## config.mk

```make
export PLATFORM = sky130hd
export DESIGN_NAME = note_sequence_player_flat
export DESIGN_NICKNAME = d
export VERILOG_FILES = /design/src/rtl/note_sequence_player_pkg.sv /design/src/rtl/note_sequence_player_if.sv /design/src/rtl/note_pattern_rom.sv /design/src/rtl/note_sequence_player.sv /design/src/flat_wrapper.sv
export SDC_FILE = /design/constraint.sdc
export NUM_CORES = 1
export LEC_CHECK = 0
export ABC_AREA = 1
export CAP_MARGIN = 20
export CORE_ASPECT_RATIO = 0.7
export CORE_MARGIN = 4
export CORE_UTILIZATION = 50
export DETAILED_ROUTE_END_ITERATION = 12
export GPL_TIMING_DRIVEN = 0
export HOLD_SLACK_MARGIN = 0.02
export PLACE_DENSITY = 0.87
export SKIP_LAST_GASP = 1
export SYNTH_ARGS = -nofsm -noshare
export SYNTH_HDL_FRONTEND = slang
export SYNTH_SLANG_ARGS = --single-unit
```

## constraint.sdc

```tcl
create_clock -name clk -period 2 [get_ports clk]
set_input_delay 0.4 -clock clk [delete_from_list [all_inputs] [get_ports clk]]
set_output_delay 0.4 -clock clk [all_outputs]
set_load 0.005 [all_outputs]
```

## src/rtl/note_sequence_player_pkg.sv

```systemverilog
// Shared definitions for the note sequence player: note/tipo codes, FSM encoding,
// note payload type and the nota-to-seven-segment decoder.
package note_sequence_player_pkg;

    localparam int unsigned NOTA_W   = 3;
    localparam int unsigned TIPO_W   = 2;
    localparam int unsigned IDX_W    = 3;
    localparam int unsigned CNT_W    = 3;
    localparam int unsigned SEG_W    = 7;
    localparam int unsigned ST_W     = 3;
    localparam int unsigned WORD_LEN = 5;

    // Note codes
    localparam logic [NOTA_W-1:0] NOTA_NONE = 3'd0;
    localparam logic [NOTA_W-1:0] NOTA_DO   = 3'd1;
    localparam logic [NOTA_W-1:0] NOTA_RE   = 3'd2;
    localparam logic [NOTA_W-1:0] NOTA_MI   = 3'd3;
    localparam logic [NOTA_W-1:0] NOTA_FA   = 3'd4;
    localparam logic [NOTA_W-1:0] NOTA_SOL  = 3'd5;
    localparam logic [NOTA_W-1:0] NOTA_LA   = 3'd6;
    localparam logic [NOTA_W-1:0] NOTA_SI   = 3'd7;

    // Word classes
    localparam logic [TIPO_W-1:0] TIPO_NULL = 2'b00;
    localparam logic [TIPO_W-1:0] TIPO_ADJ  = 2'b01;
    localparam logic [TIPO_W-1:0] TIPO_COMP = 2'b10;
    localparam logic [TIPO_W-1:0] TIPO_ADV  = 2'b11;

    // FSM state encoding
    localparam logic [ST_W-1:0] ST_IDLE = 3'd0;
    localparam logic [ST_W-1:0] ST_EMIT = 3'd1;
    localparam logic [ST_W-1:0] ST_GAP  = 3'd2;
    localparam logic [ST_W-1:0] ST_DONE = 3'd3;
    localparam logic [ST_W-1:0] ST_ERR  = 3'd4;

    // One note of a word: tone flag plus note code
    typedef struct packed {
        logic              tom;
        logic [NOTA_W-1:0] nota;
    } note_t;

    // Active-high {a,b,c,d,e,f,g} pattern for the digit equal to the note code
    function automatic logic [SEG_W-1:0] nota_to_seg(input logic [NOTA_W-1:0] n);
        logic [SEG_W-1:0] seg;
        seg = '0;
        case (n)
            3'd0: seg = 7'b1111110;
            3'd1: seg = 7'b0110000;
            3'd2: seg = 7'b1101101;
            3'd3: seg = 7'b1111001;
            3'd4: seg = 7'b0110011;
            3'd5: seg = 7'b1011011;
            3'd6: seg = 7'b1011111;
            3'd7: seg = 7'b1110000;
            default: seg = '0;
        endcase
        return seg;
    endfunction

endpackage

```

## src/rtl/note_sequence_player_if.sv

```systemverilog
// Control and note-output bundle between a word requester and the note player.
interface note_sequence_player_if;
    import note_sequence_player_pkg::*;

    logic              start;
    logic              abort;
    logic [TIPO_W-1:0] tipo;
    logic              ok;
    logic [NOTA_W-1:0] nota;
    logic              tom;
    logic              busy;
    logic              fim;
    logic              erro;
    logic [SEG_W-1:0]  display;

    modport master (
        output start, abort, tipo,
        input  ok, nota, tom, busy, fim, erro, display
    );

    modport slave (
        input  start, abort, tipo,
        output ok, nota, tom, busy, fim, erro, display
    );

endinterface

```

## src/rtl/note_pattern_rom.sv

```systemverilog
// Combinational lookup of the k-th (tom,nota) pair of a word class; silent for
// the null class and for indices past the end of a word.
module note_pattern_rom
    import note_sequence_player_pkg::*;
(
    input  logic [TIPO_W-1:0] tipo_i,
    input  logic [IDX_W-1:0]  idx_i,
    output logic              tom_o,
    output logic [NOTA_W-1:0] nota_o
);

    note_t note;

    // Pattern table per word class
    always_comb begin
        note = '0;
        case (tipo_i)
            TIPO_ADJ: begin
                case (idx_i)
                    3'd0:    note = {1'b1, NOTA_DO};
                    3'd1:    note = {1'b1, NOTA_MI};
                    3'd2:    note = {1'b0, NOTA_LA};
                    3'd3:    note = {1'b0, NOTA_SI};
                    3'd4:    note = {1'b1, NOTA_SOL};
                    default: note = '0;
                endcase
            end
            TIPO_COMP: begin
                case (idx_i)
                    3'd0:    note = {1'b1, NOTA_RE};
                    3'd1:    note = {1'b0, NOTA_LA};
                    3'd2:    note = {1'b1, NOTA_DO};
                    3'd3:    note = {1'b1, NOTA_RE};
                    3'd4:    note = {1'b1, NOTA_FA};
                    default: note = '0;
                endcase
            end
            TIPO_ADV: begin
                case (idx_i)
                    3'd0:    note = {1'b1, NOTA_MI};
                    3'd1:    note = {1'b0, NOTA_LA};
                    3'd2:    note = {1'b0, NOTA_SI};
                    3'd3:    note = {1'b1, NOTA_DO};
                    3'd4:    note = {1'b1, NOTA_MI};
                    default: note = '0;
                endcase
            end
            default: note = '0;
        endcase
    end

    assign tom_o  = note.tom;
    assign nota_o = note.nota;

endmodule

```

## src/rtl/note_sequence_player.sv

```systemverilog
// Plays one five-note word per start request, spacing note strobes by GAP idle
// cycles, then pulses fim. All outputs are registered from the next state.
module note_sequence_player
    import note_sequence_player_pkg::*;
#(
    parameter int unsigned GAP = 2
) (
    input logic                   clk,
    input logic                   reset,
    note_sequence_player_if.slave bus
);

    localparam logic [CNT_W-1:0] GAP_LD   = CNT_W'(GAP);
    localparam logic [IDX_W-1:0] LAST_IDX = IDX_W'(WORD_LEN - 1);

    logic [ST_W-1:0]   state_q, state_d;
    logic [IDX_W-1:0]  idx_q,   idx_d;
    logic [CNT_W-1:0]  cnt_q,   cnt_d;
    logic [TIPO_W-1:0] tipo_q,  tipo_d;

    logic              ok_q,    ok_d;
    logic [NOTA_W-1:0] nota_q,  nota_d;
    logic              tom_q,   tom_d;
    logic              busy_q,  busy_d;
    logic              fim_q,   fim_d;
    logic              erro_q,  erro_d;
    logic [SEG_W-1:0]  disp_q,  disp_d;

    logic              rom_tom;
    logic [NOTA_W-1:0] rom_nota;

    // Note lookup for the note that will be strobed next cycle
    note_pattern_rom u_rom (
        .tipo_i (tipo_d),
        .idx_i  (idx_d),
        .tom_o  (rom_tom),
        .nota_o (rom_nota)
    );

    // Next-state logic: abort wins over everything, start honoured only in IDLE
    always_comb begin
        state_d = state_q;
        idx_d   = idx_q;
        cnt_d   = cnt_q;
        tipo_d  = tipo_q;

        if (bus.abort) begin
            state_d = ST_IDLE;
        end else begin
            case (state_q)
                ST_IDLE: begin
                    if (bus.start) begin
                        if (bus.tipo == TIPO_NULL) begin
                            state_d = ST_ERR;
                        end else begin
                            state_d = ST_EMIT;
                            tipo_d  = bus.tipo;
                            idx_d   = '0;
                        end
                    end
                end
                ST_EMIT: begin
                    if (GAP_LD != '0) begin
                        state_d = ST_GAP;
                        cnt_d   = GAP_LD;
                    end else if (idx_q == LAST_IDX) begin
                        state_d = ST_DONE;
                    end else begin
                        state_d = ST_EMIT;
                        idx_d   = idx_q + IDX_W'(1);
                    end
                end
                ST_GAP: begin
                    if (cnt_q > CNT_W'(1)) begin
                        cnt_d = cnt_q - CNT_W'(1);
                    end else begin
                        cnt_d = '0;
                        if (idx_q == LAST_IDX) begin
                            state_d = ST_DONE;
                        end else begin
                            state_d = ST_EMIT;
                            idx_d   = idx_q + IDX_W'(1);
                        end
                    end
                end
                ST_DONE: state_d = ST_IDLE;
                ST_ERR:  state_d = ST_IDLE;
                default: state_d = ST_IDLE;
            endcase
        end

        // Counters are always clean whenever the player sits in IDLE
        if (state_d == ST_IDLE) begin
            idx_d = '0;
            cnt_d = '0;
        end
    end

    // Output decode from the next state so every output is a flop
    always_comb begin
        ok_d   = (state_d == ST_EMIT);
        nota_d = ok_d ? rom_nota : NOTA_NONE;
        tom_d  = ok_d & rom_tom;
        busy_d = (state_d == ST_EMIT) || (state_d == ST_GAP);
        fim_d  = (state_d == ST_DONE);
        erro_d = (state_d == ST_ERR);
        disp_d = ok_d ? nota_to_seg(rom_nota) : disp_q;
    end

    // State and output registers with asynchronous reset
    always_ff @(posedge clk or posedge reset) begin
        if (reset) begin
            state_q <= ST_IDLE;
            idx_q   <= '0;
            cnt_q   <= '0;
            tipo_q  <= TIPO_NULL;
            ok_q    <= 1'b0;
            nota_q  <= NOTA_NONE;
            tom_q   <= 1'b0;
            busy_q  <= 1'b0;
            fim_q   <= 1'b0;
            erro_q  <= 1'b0;
            disp_q  <= '0;
        end else begin
            state_q <= state_d;
            idx_q   <= idx_d;
            cnt_q   <= cnt_d;
            tipo_q  <= tipo_d;
            ok_q    <= ok_d;
            nota_q  <= nota_d;
            tom_q   <= tom_d;
            busy_q  <= busy_d;
            fim_q   <= fim_d;
            erro_q  <= erro_d;
            disp_q  <= disp_d;
        end
    end

    assign bus.ok      = ok_q;
    assign bus.nota    = nota_q;
    assign bus.tom     = tom_q;
    assign bus.busy    = busy_q;
    assign bus.fim     = fim_q;
    assign bus.erro    = erro_q;
    assign bus.display = disp_q;

endmodule

```

## src/flat_wrapper.sv

```systemverilog
// flat-port wrapper written by rule: the top's interface ports become plain ports
module note_sequence_player_flat import note_sequence_player_pkg::*;
#(
    parameter int unsigned GAP = 2
)
  (clk, reset, bus_start, bus_abort, bus_tipo, bus_ok, bus_nota, bus_tom, bus_busy, bus_fim, bus_erro, bus_display);
  note_sequence_player_if bus_i ();
  input logic clk;
  input logic reset;
  input wire logic [$bits(bus_i.start)-1:0] bus_start;
  input wire logic [$bits(bus_i.abort)-1:0] bus_abort;
  input wire logic [$bits(bus_i.tipo)-1:0] bus_tipo;
  output wire logic [$bits(bus_i.ok)-1:0] bus_ok;
  output wire logic [$bits(bus_i.nota)-1:0] bus_nota;
  output wire logic [$bits(bus_i.tom)-1:0] bus_tom;
  output wire logic [$bits(bus_i.busy)-1:0] bus_busy;
  output wire logic [$bits(bus_i.fim)-1:0] bus_fim;
  output wire logic [$bits(bus_i.erro)-1:0] bus_erro;
  output wire logic [$bits(bus_i.display)-1:0] bus_display;
  assign bus_i.start = bus_start;
  assign bus_i.abort = bus_abort;
  assign bus_i.tipo = bus_tipo;
  assign bus_ok = bus_i.ok;
  assign bus_nota = bus_i.nota;
  assign bus_tom = bus_i.tom;
  assign bus_busy = bus_i.busy;
  assign bus_fim = bus_i.fim;
  assign bus_erro = bus_i.erro;
  assign bus_display = bus_i.display;
  note_sequence_player #(.GAP(GAP)) u_core (.clk(clk), .reset(reset), .bus(bus_i));
endmodule
```

Word level (Yosys, flattened, before mapping) --
Memories as Yosys holds them, arrays and structs flattened. A register that Yosys moved wholly into a read port is not among the register bits. Index checks and enable logic that the tools add are counted.
Cells by class: reductions and logical operators 9, $lt $le $gt $ge 1, bitwise logic cells 1, add/sub/neg operators 2, mux-type cells 26, eq/ne operators 15
Operator list (number):
- 3-bit 2-to-1 mux | 14
- 4-bit case mux with 4 select lines | 2
- 4-bit case mux with 5 select lines | 1
- 3-bit by 2-bit == test with 1-bit output, second input constant | 5
- 3-bit case mux with 2 select lines | 2
- 4-bit case mux with 3 select lines | 1
- 2-bit 2-to-1 mux | 5
- 3-bit by 1-bit == test with 1-bit output, second input constant | 3
- 3-bit == test, second input constant | 3
- 3-bit zero test | 3
- 3-bit case mux with 3 select lines | 1
- 2-bit == test, second input constant | 2
- 2-bit OR reduction | 2
- 3-bit by 1-bit adder with 3-bit output, second input constant | 1
- 3-bit by 1-bit > comparator with 1-bit output, second input constant | 1
- 3-bit nonzero test | 1
- 3-bit by 1-bit subtractor with 3-bit output, second input constant | 1
- 2-bit by 1-bit == test with 1-bit output, second input constant | 1
- 2-bit zero test | 1
- 2-bit by 1-bit inequality test with 1-bit output, second input constant | 1
- 2-bit AND reduction | 1
- 1-bit AND | 1
- 1-bit logical OR | 1
Word-level totals: memories 1, memory bits (read-only) 56, bits of input ports 6, output and inout port bits 15, logic and storage cells 65, bits in registers 19
Memory list:
- (no name shown) | words 8, width 7, read ports 1, clocked after memory_dff 1, write ports 0, line note_sequence_player_pkg.sv:46 | case (n)

Logic depth before layout (Yosys ltp) --
Gate-level depths: netlist of run 1.
depth after elaboration 12, depth in mapped cells 22, gate-level depth less buffers 22

By module --
From an unflattened synthesis of run 1, not the netlist that was laid out.
Second synthesis, totals: cell total of the unflattened synthesis 222, area, all modules 1614.0 sq um
By module, submodules not included:
- note_sequence_player | instances 1, cells each 173, sequential area each 650.6 sq um, area each 1412.6 sq um
- note_pattern_rom | instances 1, cells each 49, sequential area each 0.0 sq um, area each 201.4 sq um

Worst setup path before layout of run 1 --
No wires, ideal clock.
kind reg2reg, from reg u_core.idx_q[0], to reg u_core.disp_q[3] (netlist: u_core.bus.display[3]), arrival time 2.102 ns, stages on the path, launching flop included 18, buffers on the path 0, slack -0.219 ns, setup time 0.117 ns, required time 1.883 ns, period minus slack after synthesis 2.219 ns, cells stage by stage dfrtp_1 > inv_1 > ha_1 > or2_2 > nand3_1 > nand3_1 > nand2_1 > nand2_1 > nand3_4 > nand2_1 > nand2_2 > nand2_4 > nand3_2 > inv_1 > ha_1 > nand2_1 > nand3_1 > nand2_1
On the way: cells in the longest elaborated chain, start to end 11, elaborated cells between the ends (all ways) 26, those cells by class add/sub (1); eq/ne (6); mux (15); reduce/logical (4)
RTL lines:
- start: declaration | line note_sequence_player.sv:17 | logic [IDX_W-1:0] idx_q, idx_d;
- start signal: assignment | line note_sequence_player.sv:126 | idx_q <= idx_d;
- parallel branches: the longest is 11 deep, another holds 3-bit by 1-bit adder with 3-bit output
- end: declaration | line note_sequence_player.sv:27 | logic [SEG_W-1:0] disp_q, disp_d;
Several ways; the timed one is not identified. A chain may end at the register's enable or synchronous reset.

Worst setup path after layout of run 1 --
from reg u_core.state_q[2], to reg u_core.disp_q[3] (netlist: u_core.bus.display[3])
On the way: elaborated cells between the ends (all ways) 28, those cells by class eq/ne (10); mux (13); reduce/logical (5)
RTL lines:
- start: declaration | line note_sequence_player.sv:16 | logic [ST_W-1:0] state_q, state_d;
- start signal: assignment | line note_sequence_player.sv:125 | state_q <= state_d;
- 3-bit zero test * | line note_sequence_player.sv:50 | case (state_q)
- 2-bit 2-to-1 mux * | line note_sequence_player.sv:50
- 2-bit 2-to-1 mux * | line note_sequence_player.sv:47 | if (bus.abort) begin
- net u_core.tipo_d[0] | line note_sequence_player.sv:19 | logic [TIPO_W-1:0] tipo_q, tipo_d;
- 2-bit == test or 2-bit by 1-bit == test with 1-bit output (tied branches) | line note_pattern_rom.sv:17 | case (tipo_i)
- 4-bit case mux with 3 select lines * | line note_pattern_rom.sv:17
The timed path passes the listed nets; every way through them passes the cells marked *.

==> flow_summary.ini, run 1 <==
[placed_design]
port_buffers = 20
dp.final_hpwl_um = 2766
place_congestion = 0.8866

[setup_path]
start_kind = register
arrival_ns = 2.57
slowest_delay_ns = 0.46
worstPathRequired_ns = 2.18
endpoint_kind = register
reg2regPathDepth = 16
worstPathCellList = nor2_4 > nand2_4 > nor2_4 > inv_2 > o21ai_4 > inv_2 > nor2_4 > nand2_1 > nand2_1 > nand2_2 > nand3_4 > inv_4 > ha_4 > nand2_2 > nand3_2 > nand2_1
cp_max_fo = 4
cp_slowest_cell = dfrtp_2
crit_type = reg2reg

[sta]
finalWorstSetupSlack_ns = -0.3900
worst_slew_pin_slew_ns = 0.5075
setup_violations = 10
relSlewSlack = 0.6613
rsz0062_at_grt = yes
hold_viol_final = 0
maxSlewViolCount = 0
max_clock_freq_mhz = 418.4
setup_tns_ns = -2.791
fin_crit_ns = 2.390
whs_ns = 0.4397
finalClockSkew_ns = 0.007022
fin_crit_sh = 1.195

[finish]
diodes = 0
register_area_um2 = 653.1
syn2layout_area_growth_pct = 45.84
fill_cells = 188
drive_gt1_frac = 0.4359
multi_input_area_um2 = 1092
fin_nets = 290

[flow_run]
cap_violations = 0

[worst_hold_path]
holdCritPathClass = in2async

[route]
first_pass_iters = 5
drcViolationCount = 0
wl_per_cell_um = 15.16
vias = 1663
antenna_left = 0
finalWirelength_um = 4850
avgViaCountPerCell = 5.197
first_iter_violations = 61

[status]
failed_checks = negative setup slack
status = finished with violations

[power]
power.internal_uw = 1544
switching_share = 0.3977
pwr-share-comb = 0.541
pwr-share-seq = 0.284
leakage_uw = 0.001303
p_per_area_nw_per_um2 = 1034
peakVddDrop_v = 0.0006852
p_switching_uw = 1020
clkPwrFrac = 0.175

[floorplanning]
die-area_um2 = 4413
initial_core_util = 0.5294
core_um2 = 3212
die_h_um = 56.79
dieWidth_um = 77.70
rows = 17
io_pins = 21

[synthesis]
syn_area_um2 = 1700
ys_types = 26
syn-num-nets = 235
synth.ff_latch_count = 26
synthCells = 219
yosysWarnings = 0
synth_seq_area_share = 0.3826
syn_avg_cell_area_um2 = 7.764

[clocking]
cts-root-buf = clkbuf_8
cts_hold_buf = 0
cts_max_level = 1
cts_buffers = 3
cts.reportedPaths.clkPinSlew_ns = 0.10
clk_latency_ns = 0.28
cts_tree = yes
clock_path_buffers = 2
clock-sinks = 26

[global_route]
gr-total-overflow = 0
antenna_found_initial = 0
grt_max_degree = 27
grt_use_total = 0.2181
grt_pass1_vias = 1610
grt_pass1_wl_um = 7445
## cells in the mapped netlist
library cell	instances	area, um2
o21a_1	1	7.510
buf_4	1	7.510
nor3_1	2	10.01
a21oi_2	1	8.760
nor2_1	10	37.54
inv_1	32	120.1
o21ai_1	1	5.000
nand3_2	2	20.02
a21oi_1	4	20.02
o211ai_1	1	7.510
ha_1	10	125.1
o21bai_1	1	7.510
or2_2	2	12.51
nand2_1	66	247.7
nor2_2	5	31.28
dfrtp_1	26	650.6
nor2_4	6	67.56
nand3b_1	1	7.510
nand2_2	14	87.58
o21ai_0	3	15.01
nand4_1	1	6.260
nand3_4	3	52.55
nand2_4	3	33.78
o21ai_2	1	8.760
inv_2	6	22.52
nand3_1	16	80.08
## sequential cells by signal (all words and copies together), names as in the netlist
name and cells:
u_core.bus.busy 1, u_core.bus.display 7, u_core.bus.erro 1, u_core.bus.fim 1
u_core.bus.nota 3, u_core.bus.ok 1, u_core.bus.tom 1, u_core.cnt_q 3
u_core.idx_q 3, u_core.state_q 3, u_core.tipo_q 2
## cells by family after synthesis
| group | count (synthesis) | share of synthesized area |
|---|---|---|
| adder cells (fa/ha/maj) | 10 | 0.07358 |
| flip-flops | 26 | 0.3826 |
| AND/OR/NAND/NOR | 131 | 0.4084 |
| buffers and inverters | 39 | 0.08830 |
| AO/OA/AOI/OAI | 13 | 0.04710 |
## through the flow
stage / util / setup slack, ns / std cells / power (uW) / cell area (um2)
4_1_cts: 0.7250 / -0.2837 / 311 / 2396 / 2328
3_3_place_gp: 0.6295 / -0.7535 / 286 / 1742 / 2022
3_5_place_dp: 0.6295 / -0.8300 / 286 / 1785 / 2022
5_1_grt: 0.7721 / -0.4960 / 320 / 2711 / 2480
2_1_floorplan: - / -0.1620 / 219 / 1432 / 1763
6_report: 0.7721 / -0.3900 / 320 / 2564 / 2480
## final timing paths
| kind | endpoint | from | slack (ns) |
|---|---|---|---|
| min in group clk | u_core.bus.display[1] | u_core.bus.display[1] | 0.49 |
| worst max register to register | u_core.bus.display[3] | u_core.state_q[2] | -0.39 |
| worst min register to register | u_core.bus.display[1] | u_core.bus.display[1] | 0.49 |
| worst max-delay path | u_core.bus.display[3] | u_core.state_q[2] | -0.39 |
| max in group asynchronous | u_core.state_q[2] | reset | 1.10 |
| worst min-delay path | u_core.bus.display[3] | reset | 0.44 |
## timing repair
item,4_1_cts,5_1_grt
setup buffers,21,8
gates resized for setup,27,19
pin swaps,19,15
setup endpoints to repair,11,12
## worst max-delay path, delay by kind of cell (launching register included)
family / cells / cell delay [ns]
simple gates: 11 / 1.10
buf+inv: 3 / 0.22
compound gates: 1 / 0.25
fa+ha+maj: 1 / 0.26
flops: 1 / 0.46
## layout by cell type (no fill, tap or decap), drive strengths merged
master / count
inv: 38
bufinv: 1
a21oi: 5
nand3b: 1
nor2: 21
ha: 10
nor3: 2
clkbuf: 3
o211ai: 1
or2: 2
buf: 31
o21a: 1
nand4: 1
clkdlybuf4s50: 17
o21bai: 1
nand3: 21
o21ai: 5
dfrtp: 26
nand2: 83
dlygate4sd2: 3
## metal layers
| metal | track usage | part of all wire |
|---|---|---|
| met5 | 0 | 0 |
| met4 | 0.1015 | 0.034 |
| met3 | 0.04968 | 0.039 |
| met2 | 0.3646 | 0.50 |
| met1 | 0.2662 | 0.43 |
## power by group through the flow
stage / Sequential (uW) / Combinational, uW / Clock, uW
after floorplan: 727 / 705 / 0
after global placement: 721 / 1020 / 0
after detailed placement: 727 / 1060 / 0
after CTS: 716 / 1230 / 447
after global routing: 742 / 1500 / 468
final: 727 / 1390 / 449
## area by class of cell
class | count | share of cell area
Clock buffer | 3 | 0.01665
Clock inverter | 1 | 0.01211
Multi-Input combinational cell | 154 | 0.4405
Timing Repair Buffer | 50 | 0.1811
Sequential cell | 26 | 0.2634
Inverter | 38 | 0.05954
Buffer | 1 | 0.003027
Tap cell | 47 | 0.02371
Power figures use the tool's default switching activity.
==> run 2, diff against run 1 <==
Settings changed: CORE_UTILIZATION 50 to 59, PLACE_DENSITY 0.87 to 0.95.
Clock period 2 ns to 3.1 ns, I/O delays scaled along.
==> flow_summary.ini, run 2 (synthesis results as in run 1) <==
[clocking]
cts_setup_buffers = 0
cts.reportedPaths.clkPinSlew_ns = 0.09
cts_buffers = 3
cts-resized-gates = 0
cts_max_level = 1
cts_hold_buf = 0
clock_path_buffers = 2
cts-root-buf = clkbuf_8
clk_latency_ns = 0.27
clock-sinks = 26
cts_tree = yes

[global_route]
gr-total-overflow = 0
grt_pass1_wl_um = 5865
grt_use_total = 0.2001
antenna_found_initial = 0
grt_pass1_vias = 1247
grt_max_degree = 27

[setup_path]
cp_max_fo = 6
endpoint_kind = register
crit_type = in2reg
crit_buf_inv = 2
cp_top_family = simple AND/OR/NAND/NOR gates
worstPathRequired_ns = 3.27
worstPathCellList = clkdlybuf4s50_1 > nand2_1 > nand2_1 > nor2_4 > nor2_4 > nand2_4 > nand3_4 > nand2_4 > nor2_2 > nand2_1 > nand2_2 > nand2_4 > nand3_2 > inv_1 > ha_1 > nand2_1 > nand3_1 > nand2_1
cp_slowest_cell = clkdlybuf4s50_1
r2r_slack_ns = 0.51
cp.depth = 18
reg2reg_from = u_core.idx_q[0]
crit_end = u_core.bus.display[3]
cp-startpoint = bus_start
arrival_ns = 3.09
cpMostUsedCell = nand2_1
slowest_delay_ns = 0.52
r2r-end = u_core.bus.display[3]
start_kind = input port
reg2regPathDepth = 19

[sta]
fin_crit_ns = 2.919
finalClockSkew_ns = 0.006792
worst_slew_pin_slew_ns = 0.4611
setup_violations = 0
finalWorstSetupSlack_ns = 0.1811
maxSlewViolCount = 0
hold_viol_final = 0
rsz0062_at_grt = no
relSlewSlack = 0.6923
max_clock_freq_mhz = 342.6
fin_crit_sh = 0.9416

[power]
pwr-share-comb = 0.477
leakage_uw = 0.001130
p_per_area_nw_per_um2 = 642.2
pwr-share-seq = 0.354
finalPower_uw = 1301
clkPwrFrac = 0.169
peakVddDrop_v = 0.0004039
power.internal_uw = 799.6
p_switching_uw = 501.3
switching_share = 0.3853

[status]
status = finished clean

[route]
antenna_left = 0
drcViolationCount = 0
wl_per_cell_um = 12.17
avgViaCountPerCell = 5.137
finalWirelength_um = 3383
first_iter_violations = 98
vias = 1428
first_pass_iters = 4

[finish]
fin_util = 0.7765
fin_nets = 261
final_cell_mix = nand2_1 (66), inv_1 (32), dfrtp_1 (26), clkdlybuf4s50_1 (20), nand3_1 (16)
diodes = 0
drive_gt1_frac = 0.2008
largest_register_ffs = 7
syn2layout_area_growth_pct = 19.13
final_common_cell = nand2_1

[floorplanning]
initial_core_util = 0.6518
core_um2 = 2609
io_pins = 21
rows = 15
die-area_um2 = 3819
die_h_um = 52.92
dieWidth_um = 72.17

[flow_run]
cap_violations = 0

[placed_design]
port_buffers = 20
place_congestion = 0.8695
pre_cts_ws_ns = -0.04945
dp.final_hpwl_um = 2618

[worst_hold_path]
worstHoldPathCells = 2
holdCritPathClass = reg2reg
==> run 2: changes by cell type in the layout (fill, tap and decap cells not counted), sizes merged <==
| cell | change |
|---|---|
| bufinv | -1 |
| buf | -29 |
| dlygate4sd2 | -3 |
| clkbuf | +1 |
| clkdlybuf4s50 | +3 |
==> run 2: worst reg2reg max path, stage by stage, from the launching register on <==
cell and delay, ns:
dfrtp_1 0.42, inv_1 0.12, ha_1 0.18, nand2_1 0.09, nand3_1 0.09, nand2_1 0.07
nand2_1 0.09, nand2_2 0.08, nand3_4 0.13, nand2_4 0.09, nor2_2 0.15, nand2_1 0.09
nand2_2 0.10, nand2_4 0.07, nand3_2 0.12, inv_1 0.10, ha_1 0.29, nand2_1 0.06
nand3_1 0.09, nand2_1 0.05
==> run 2: final cells by class <==
type	instances	area [um2]
Clock buffer	4	55.05
Sequential cell	26	650.6
Inverter	38	142.6
Fill cell	174	583.1
Multi-Input combinational cell	154	899.6
Tap cell	34	42.54
Buffer	1	7.507
Timing Repair Buffer	21	227.7
==> run 2: through the flow <==
step | area [um2] | hold slack, ns | cells | TNS [ns]
2_1_floorplan | 1700 | 0.4724 | 219 | 0
3_3_place_gp | 1943 | 0.4656 | 273 | 0
3_5_place_dp | 1943 | 0.4658 | 273 | -0.09531
4_1_cts | 1998 | 0.4894 | 277 | 0
5_1_grt | 2026 | 0.5273 | 278 | 0
6_report | 2026 | 0.4849 | 278 | 0
==> run 2: how the worst min path moves through the flow <==
stage	from	slack (ns)	to
5_1_grt	u_core.bus.display[1]	0.53	u_core.bus.display[1]
4_1_cts	u_core.bus.display[1]	0.49	u_core.bus.display[1]
3_3_place_gp	u_core.bus.display[1]	0.47	u_core.bus.display[1]
2_1_floorplan	u_core.bus.display[0]	0.47	u_core.bus.display[0]
6_report	u_core.bus.display[1]	0.48	u_core.bus.display[1]
3_5_place_dp	u_core.bus.display[1]	0.47	u_core.bus.display[1]
==> run 2: layer usage <==
layer / part of all wire / global-route usage / wire length [um]
met1: 0.48 / 0.2862 / 1616
met4: 0.012 / 0.05625 / 40
met5: 0 / 0 / 0
met3: 0.058 / 0.03985 / 196
met2: 0.45 / 0.3066 / 1530
==> run 2: power groups by stage <==
stage	logic, uW	registers (uW)	clock network (uW)
4_1_cts	621	460	224
5_1_grt	699	471	238
3_5_place_dp	615	466	0
3_3_place_gp	599	464	0
6_report	621	460	220
2_1_floorplan	400	469	0
==> run 3, diff against run 2 <==
Settings changed: TNS_END_PERCENT set to 10.
==> results of run 3 <==
Same layout as run 2: the final DEF is identical, and so are final timing and power.
